===== src/rtl/counter_pkg.sv =====
// Shared constants and helpers for the clock/timer counter chain.
// Direction encodings, default per-stage moduli, and the load-value clamp.
package counter_pkg;

  localparam logic DIR_UP   = 1'b1;
  localparam logic DIR_DOWN = 1'b0;

  localparam int unsigned SEC_MOD  = 60;
  localparam int unsigned MIN_MOD  = 60;
  localparam int unsigned HOUR_MOD = 24;

  // Saturate a requested value into the legal count range 0..modulus-1.
  function automatic int unsigned clamp_to_mod(input int unsigned value,
                                               input int unsigned modulus);
    return (value > modulus - 1) ? modulus - 1 : value;
  endfunction

endpackage


===== src/rtl/rise_detect.sv =====
// Rising-edge detector for a clk-synchronous level input (e.g. debounced button).
// rise is combinational from the registered previous value; prev always tracks in.
module rise_detect (
  input  logic clk,
  input  logic reset,
  input  logic in,
  output logic rise
);

  logic prev;

  always_ff @(posedge clk) begin
    if (reset) prev <= 1'b0;
    else       prev <= in;
  end

  assign rise = in & ~prev;

endmodule


===== src/rtl/mod_updown_counter.sv =====
// Modulo-N up/down counter with parallel load, wrap pulse and sticky down-wrap flag.
// One-cycle latency from tick/increment/load to out; no backpressure, one step per event.
module mod_updown_counter
  import counter_pkg::*;
#(
  parameter int unsigned MODULUS     = SEC_MOD,
  parameter int unsigned WIDTH       = 6,
  parameter int unsigned RESET_VALUE = 0
) (
  input  logic             clk,
  input  logic             reset,
  input  logic             enable,
  input  logic             forward,
  input  logic             tick,
  input  logic             increment,
  input  logic             load,
  input  logic [WIDTH-1:0] load_value,
  output logic [WIDTH-1:0] out,
  output logic             wrap_out,
  output logic             finish
);

  localparam logic [WIDTH-1:0] MAX_COUNT  = WIDTH'(MODULUS - 1);
  localparam logic [WIDTH-1:0] INIT_COUNT = WIDTH'(RESET_VALUE);
  localparam logic [WIDTH-1:0] ONE        = WIDTH'(1);

  logic             inc_rise;
  logic             count_event;
  logic             load_accept;
  logic [WIDTH-1:0] load_clamped;
  logic             at_top;
  logic             at_zero;
  logic [WIDTH-1:0] step_val;
  logic             step_wrap;

  // Edge tracking runs regardless of enable so a held button never counts on enable rising.
  rise_detect u_inc_rise (
    .clk   (clk),
    .reset (reset),
    .in    (increment),
    .rise  (inc_rise)
  );

  assign count_event  = enable & (tick | inc_rise);
  assign load_accept  = enable & load;
  assign load_clamped = WIDTH'(clamp_to_mod(32'(load_value), MODULUS));

  assign at_top  = (out == MAX_COUNT);
  assign at_zero = (out == '0);

  always_comb begin
    step_val  = out;
    step_wrap = 1'b0;
    if (forward == DIR_UP) begin
      step_wrap = at_top;
      step_val  = at_top ? '0 : out + ONE;
    end else begin
      step_wrap = at_zero;
      step_val  = at_zero ? MAX_COUNT : out - ONE;
    end
  end

  always_ff @(posedge clk) begin
    if (reset) begin
      out      <= INIT_COUNT;
      wrap_out <= 1'b0;
      finish   <= 1'b0;
    end else if (load_accept) begin
      out      <= load_clamped;
      wrap_out <= 1'b0;
      finish   <= 1'b0;
    end else if (count_event) begin
      out      <= step_val;
      wrap_out <= step_wrap;
      // Only a down-count wrap sets the flag; up-counting never clears it.
      if (step_wrap && (forward == DIR_DOWN)) finish <= 1'b1;
    end else begin
      wrap_out <= 1'b0;
    end
  end

endmodule


===== config.mk =====
export PLATFORM = sky130hd
export DESIGN_NAME = mod_updown_counter
export DESIGN_NICKNAME = d
export VERILOG_FILES = /design/src/rtl/counter_pkg.sv /design/src/rtl/rise_detect.sv /design/src/rtl/mod_updown_counter.sv
export SDC_FILE = /design/constraint.sdc
export NUM_CORES = 1
export LEC_CHECK = 0
export ABC_AREA = 1
export CAP_MARGIN = 20
export CORE_AREA = 4 4 44 46
export CTS_CLUSTER_SIZE = 20
export DETAILED_ROUTE_END_ITERATION = 6
export DIE_AREA = 0 0 48 50
export PLACE_DENSITY = 0.8
export SYNTH_ARGS = -nofsm -noshare
export SYNTH_HDL_FRONTEND = slang
export SYNTH_SLANG_ARGS = --single-unit

===== constraint.sdc =====
create_clock -name clk -period 2.55 [get_ports clk]
set_input_delay 0.765 -clock clk [delete_from_list [all_inputs] [get_ports clk]]
set_output_delay 0.765 -clock clk [all_outputs]
set_load 0.01 [all_outputs]

==> impl_metrics.yaml, run 1 <==
run_status:
  status: "complete, no violations"
cells_and_area:
  mostFrequentLayoutCells: "clkdlybuf4s50_1 (20), nand2_1 (19), inv_1 (10)"
  syn_to_final_growth_pct: 30.83
  final_common_cell: "clkdlybuf4s50_1"
  finalCoreUtilization: 0.6520
  antenna_cells: 0
  final_cells: 143
  final_nets: 144
  final_layout_size_suffix_gt1_frac: 0.2126
  nFillCells: 135
sta:
  fmaxAchievable_mhz: 463.2
  fin_crit_sh: 0.8467
  final-max-slew-violation-count: 0
  slew_headroom: 0.7739
  hold_viol: 0
  grt_setup_unrepaired: "false"
  layout_setup_ws_ns: 0.3909
  setup_violations: 0
  clock_skew_ns: 0.005242
  worstMarginPinSlew_ns: 0.3387
  fin_crit_ns: 2.159
  setup_tns_ns: 0
pwr:
  p_sw_frac: 0.3619
  total_power_uw: 477.8
  p_sw_uw: 172.9
  combPwrFrac: 0.406
  p_leak_nw: 0.4138
  ir_drop_v: 0.0003215
  internal-power_uw: 304.8
  seqPwrFrac: 0.362
  power_density_nw_per_um2: 486.4
  clkPwrFrac: 0.232
global_route:
  overflow: 0
  gr-usage-met2: 0.2533
  grt_max_degree: 11
  antenna_found_initial: 0
  use_met1: 0.2148
  use_met3: 0.06909
  grt_pass1_vias: 731
  grt_usage: 0.1768
  grt_first_pass_wirelength_um: 2967
  grt_most_used_layer: "met2"
route:
  vias: 757
  ant_nets: 0
  dr.pass1.iters: 4
  wirelength_um: 1849
  first_iter_violations: 8
  post-route-drc-count: 0
  vias_per_cell: 5.294
  wl_per_cell_um: 12.93
synthesis:
  synth.distinct_cells: 26
  synth_area_leaders: "dfxtp_1 (24%), nand2_1 (9.5%), ha_1 (5.0%), inv_1 (5.0%), a21oi_2 (4.7%)"
  synth_area_um2: 750.7
  yosys_warnings: 0
  synth.yosys.seq_area_share: 0.2400
  synth_largest_area_cell: "dfxtp_1"
  syn_inst: 104
  syn_avg_cell_area_um2: 7.218
  synth_top_area_share: 0.2400
  synth-seq-cells: 9
  ys.flop_type: "dfxtp_1"
  synth-edff-count: 0
  synth_async_sr_flop_share: 0
  synth_nets: 120
clock_tree:
  hold_buffers: 0
  cts_tree: "yes"
  cts_sinks: 9
  cts_buffers: 3
  clk_pin_slew_ns: 0.06
  clk_path_buf_depth: 2
  root_buffer: "clkbuf_4"
  cts_max_level: 1
  cts_setup_buffers: 0
  clock_latency_ns: 0.27
  cts-resized-gates: 0
setup_path:
  startpoint_type: "register"
  critPathTopFamily: "buffers and inverters"
  cp-startpoint: "out[4]"
  r2r_start: "out[0]"
  worst_path_max_delay_cell: "clkdlybuf4s50_1"
  cp_cell_sequence: "clkdlybuf4s50_1"
  arrival_ns: 1.39
  endpoint_kind: "output port"
  required_ns: 1.79
  timing_worst_setup_path_type: "register to output port"
  cp_num_buf_inv: 1
  critical_path.max_fanout: 8
  cp_slowest_stage_delay_ns: 0.60
place:
  place_ws_ns: 0.3773
  hpwl_um: 1470
  place_congestion: 0.7907
  placedCellCount: 139
  port-buffer-count: 20
floorplan:
  die_area_um2: 2400
  initial_core_util: 0.4983
  rows: 14
  die_h_um: 50
  core-area_um2: 1506
  die_w_um: 48
  io_pins: 21
worst_hold_path:
  hold_start: "finish"
  hp-class: "register to register"
job:
  maxCapViolations: 0
-- cells in the mapped netlist, types with 3 or more instances --
cell	count
a21oi_1	3
a21oi_2	4
dfxtp_1	9
ha_1	3
inv_1	10
inv_2	4
nand2_1	19
nand3_1	6
nand3_2	3
nor2_1	9
nor2_2	3
nor2_4	3
o21ai_0	6
xor2_1	3
-- logic make-up (layout without fill, tap and decap cells) --
| family | after synthesis | in the layout | share of synthesized area |
|---|---|---|---|
| DFF | 9 | 9 | 0.2400 |
| and+or+nand+nor | 50 | 50 | 0.3600 |
| buffers and inverters | 16 | 39 | 0.1000 |
| xor gates and xnor gates | 5 | 5 | 0.05834 |
| adders and majority gates | 3 | 3 | 0.05001 |
| AOI/OAI and AO/OA | 21 | 21 | 0.1917 |
-- worst paths after layout --
path / to / slack, ns / cells past startpoint
setup / recovery: out[4] / 0.39 / 1
hold / removal: finish / 0.49 / 2
hold reg to reg: finish / 0.49 / 2
setup reg to reg: out[3] / 1.08 / 8
-- sequential cells by signal, indices dropped and copies added (netlist names) --
register,count
out,6
wrap_out,1
u_inc_rise.prev,1
finish,1
-- layout make-up --
class / instances / area [um^2] / share of cell area
clock buffers: 4 / 26.28 / 0.02675
repair buffers: 21 / 207.7 / 0.2115
flip-flops and latches: 9 / 180.2 / 0.1834
multi-input cells: 79 / 495.5 / 0.5045
well taps: 16 / 20.02 / 0.02038
inverters: 14 / 52.55 / 0.05350
-- metal layers --
metal  wire (um)  vias to the layer above
li1            -                      390
met4          52                        0
met1         786                      330
met5           0                        -
met2         872                       29
met3         138                        8
-- per-stage QoR --
step | hold WS (ns) | area (um^2)
2_1_floorplan | 0.5050 | 750.7
3_3_place_gp | 0.4706 | 955.9
3_5_place_dp | 0.4761 | 955.9
4_1_cts | 0.4928 | 982.2
5_1_grt | 0.5474 | 982.2
6_report | 0.4931 | 982.2
-- power groups by stage --
| stage | clock (mW) | combinational, mW | sequential, mW |
|---|---|---|---|
| 2_1_floorplan | 0 | 0.129 | 0.175 |
| 3_3_place_gp | 0 | 0.189 | 0.176 |
| 3_5_place_dp | 0 | 0.193 | 0.176 |
| 4_1_cts | 0.113 | 0.194 | 0.173 |
| 5_1_grt | 0.124 | 0.212 | 0.176 |
| 6_report | 0.111 | 0.194 | 0.173 |
Power figures use the tool's default switching activity.
==> run 2: changes to the inputs <==
Settings changed: CORE_AREA 4 4 44 46 to 4 4 48 50, DIE_AREA 0 0 48 50 to 0 0 52 54, PLACE_DENSITY 0.8 to 0.71.
Clock period 2.55 ns to 1.94 ns, I/O delays scaled along.
==> run 2 against run 1 <==
- hold slack worse by 0.0045 ns
- first-iteration DRC count grew to 2.8 times the previous value
- final area is 5.2% higher
- utilization is 11 points lower
- critical path depth is the same
- global-route usage shrank 2.6 points
- clock skew grew 0.0012 ns
- wire length is 0.92% lower
- combinational power up 44%
- power is 35% higher
- largest power group unchanged
- highest routed layer unchanged
==> impl_metrics.yaml, run 2 (synthesized netlist as in run 1, its figures left out) <==
floorplan:
  die_h_um: 54
  die_w_um: 52
  io_pins: 21
  die_area_um2: 2808
  initial_core_util: 0.3947
  rows: 16
  core-area_um2: 1902
clock_tree:
  cts_buffers: 3
  cts-resized-gates: 0
  clk_pin_slew_ns: 0.06
  cts_max_level: 1
  clk_path_buf_depth: 2
  hold_buffers: 0
  clock_latency_ns: 0.27
  cts_sinks: 9
  cts_setup_buffers: 0
  cts_tree: "yes"
  root_buffer: "clkbuf_4"
setup_path:
  r2r_setup_slack_ns: 0.47
  endpoint_kind: "output port"
  cp_cell_sequence: "clkdlybuf4s50_1"
  arrival_ns: 1.29
  regToRegEndpoint: "out[2]"
  cp-startpoint: "out[1]"
  cp_num_buf_inv: 1
  worst_path_max_delay_cell: "clkdlybuf4s50_1"
  startpoint_type: "register"
  critical_path.max_fanout: 6
  cp_slowest_stage_delay_ns: 0.58
  required_ns: 1.36
  r2r_start: "out[1]"
  r2r.worst_path.cells: 7
  timing_worst_setup_path_type: "register to output port"
  critPathTopFamily: "buffers and inverters"
sta:
  slew_headroom: 0.8235
  fin_crit_ns: 1.871
  hold_viol: 0
  fin_crit_sh: 0.9644
  grt_setup_unrepaired: "false"
  layout_setup_ws_ns: 0.06913
  setup_tns_ns: 0
  final-max-slew-violation-count: 0
  clock_skew_ns: 0.006447
  worstMarginPinSlew_ns: 0.2640
  fmaxAchievable_mhz: 534.5
  setup_violations: 0
route:
  wl_per_cell_um: 11.52
  wirelength_um: 1832
  dr.pass1.iters: 4
  first_iter_violations: 22
  vias_per_cell: 4.887
  post-route-drc-count: 0
  vias: 777
  ant_nets: 0
worst_hold_path:
  hp-class: "register to register"
  hold_path_depth: 2
  hold_start: "finish"
  hold_path_end: "finish"
cells_and_area:
  largest_reg_flops: 6
  antenna_cells: 0
  final_common_cell: "clkdlybuf4s50_1"
  final_cells: 159
  syn_to_final_growth_pct: 37.67
  mostFrequentLayoutCells: "clkdlybuf4s50_1 (20), nand2_1 (19), inv_1 (10)"
  top_register: "out"
  final_layout_size_suffix_gt1_frac: 0.2424
  final_nets: 149
place:
  place_ws_ns: 0.03649
  hpwl_um: 1536
  port-buffer-count: 20
  place_congestion: 0.8062
  placedCellCount: 155
global_route:
  antenna_found_initial: 0
  grt_pass1_vias: 761
  grt_first_pass_wirelength_um: 3118
  grt_max_degree: 11
  overflow: 0
  grt_usage: 0.1511
pwr:
  ir_drop_v: 0.0002883
  power_density_nw_per_um2: 623.2
  total_power_uw: 644.1
  p_leak_nw: 0.4387
run_status:
  status: "complete, no violations"
job:
  maxCapViolations: 0
[run 2: final cells by class]
type | count | area [um^2]
tap | 27 | 33.78
sequential | 9 | 180.2
inverter | 14 | 52.55
multi-input combinational | 79 | 495.5
clock buffer | 4 | 26.28
timing repair buffer | 26 | 245.2
fill | 184 | 868.3
[run 2: worst max path at each step]
stage              to  slack [ns]  cells after the start
2_1_floorplan  out[3]        0.56                      8
3_3_place_gp   out[0]        0.04                      6
3_5_place_dp   out[3]        0.04                      8
4_1_cts        out[1]        0.06                      1
5_1_grt        out[1]        0.04                      1
6_report       out[1]        0.07                      1
[run 2: metal layers]
metal,track usage,up-vias,wire [um]
met5,0,-,0
met4,0.07424,0,51
met3,0.04709,7,118
met2,0.2699,31,921
met1,0.1603,341,740
li1,-,398,-
[run 2: power breakdown]
part	internal, mW	leakage (nW)	switching, mW
clock network	0.0795	0.0150	0.0691
logic	0.131	0.349	0.149
registers	0.201	0.0743	0.0141
total	0.412	0.439	0.232
[run 2: per-stage QoR]
| step | util | cell area, um^2 | hold WS, ns |
|---|---|---|---|
| finish | 0.5434 | 1033 | 0.4887 |
| global route | 0.5434 | 1033 | 0.5463 |
| CTS | 0.5434 | 1033 | 0.4960 |
| detailed placement | 0.5296 | 1007 | 0.4780 |
| global placement | 0.5296 | 1007 | 0.4855 |
| floorplan | - | 750.7 | 0.5050 |
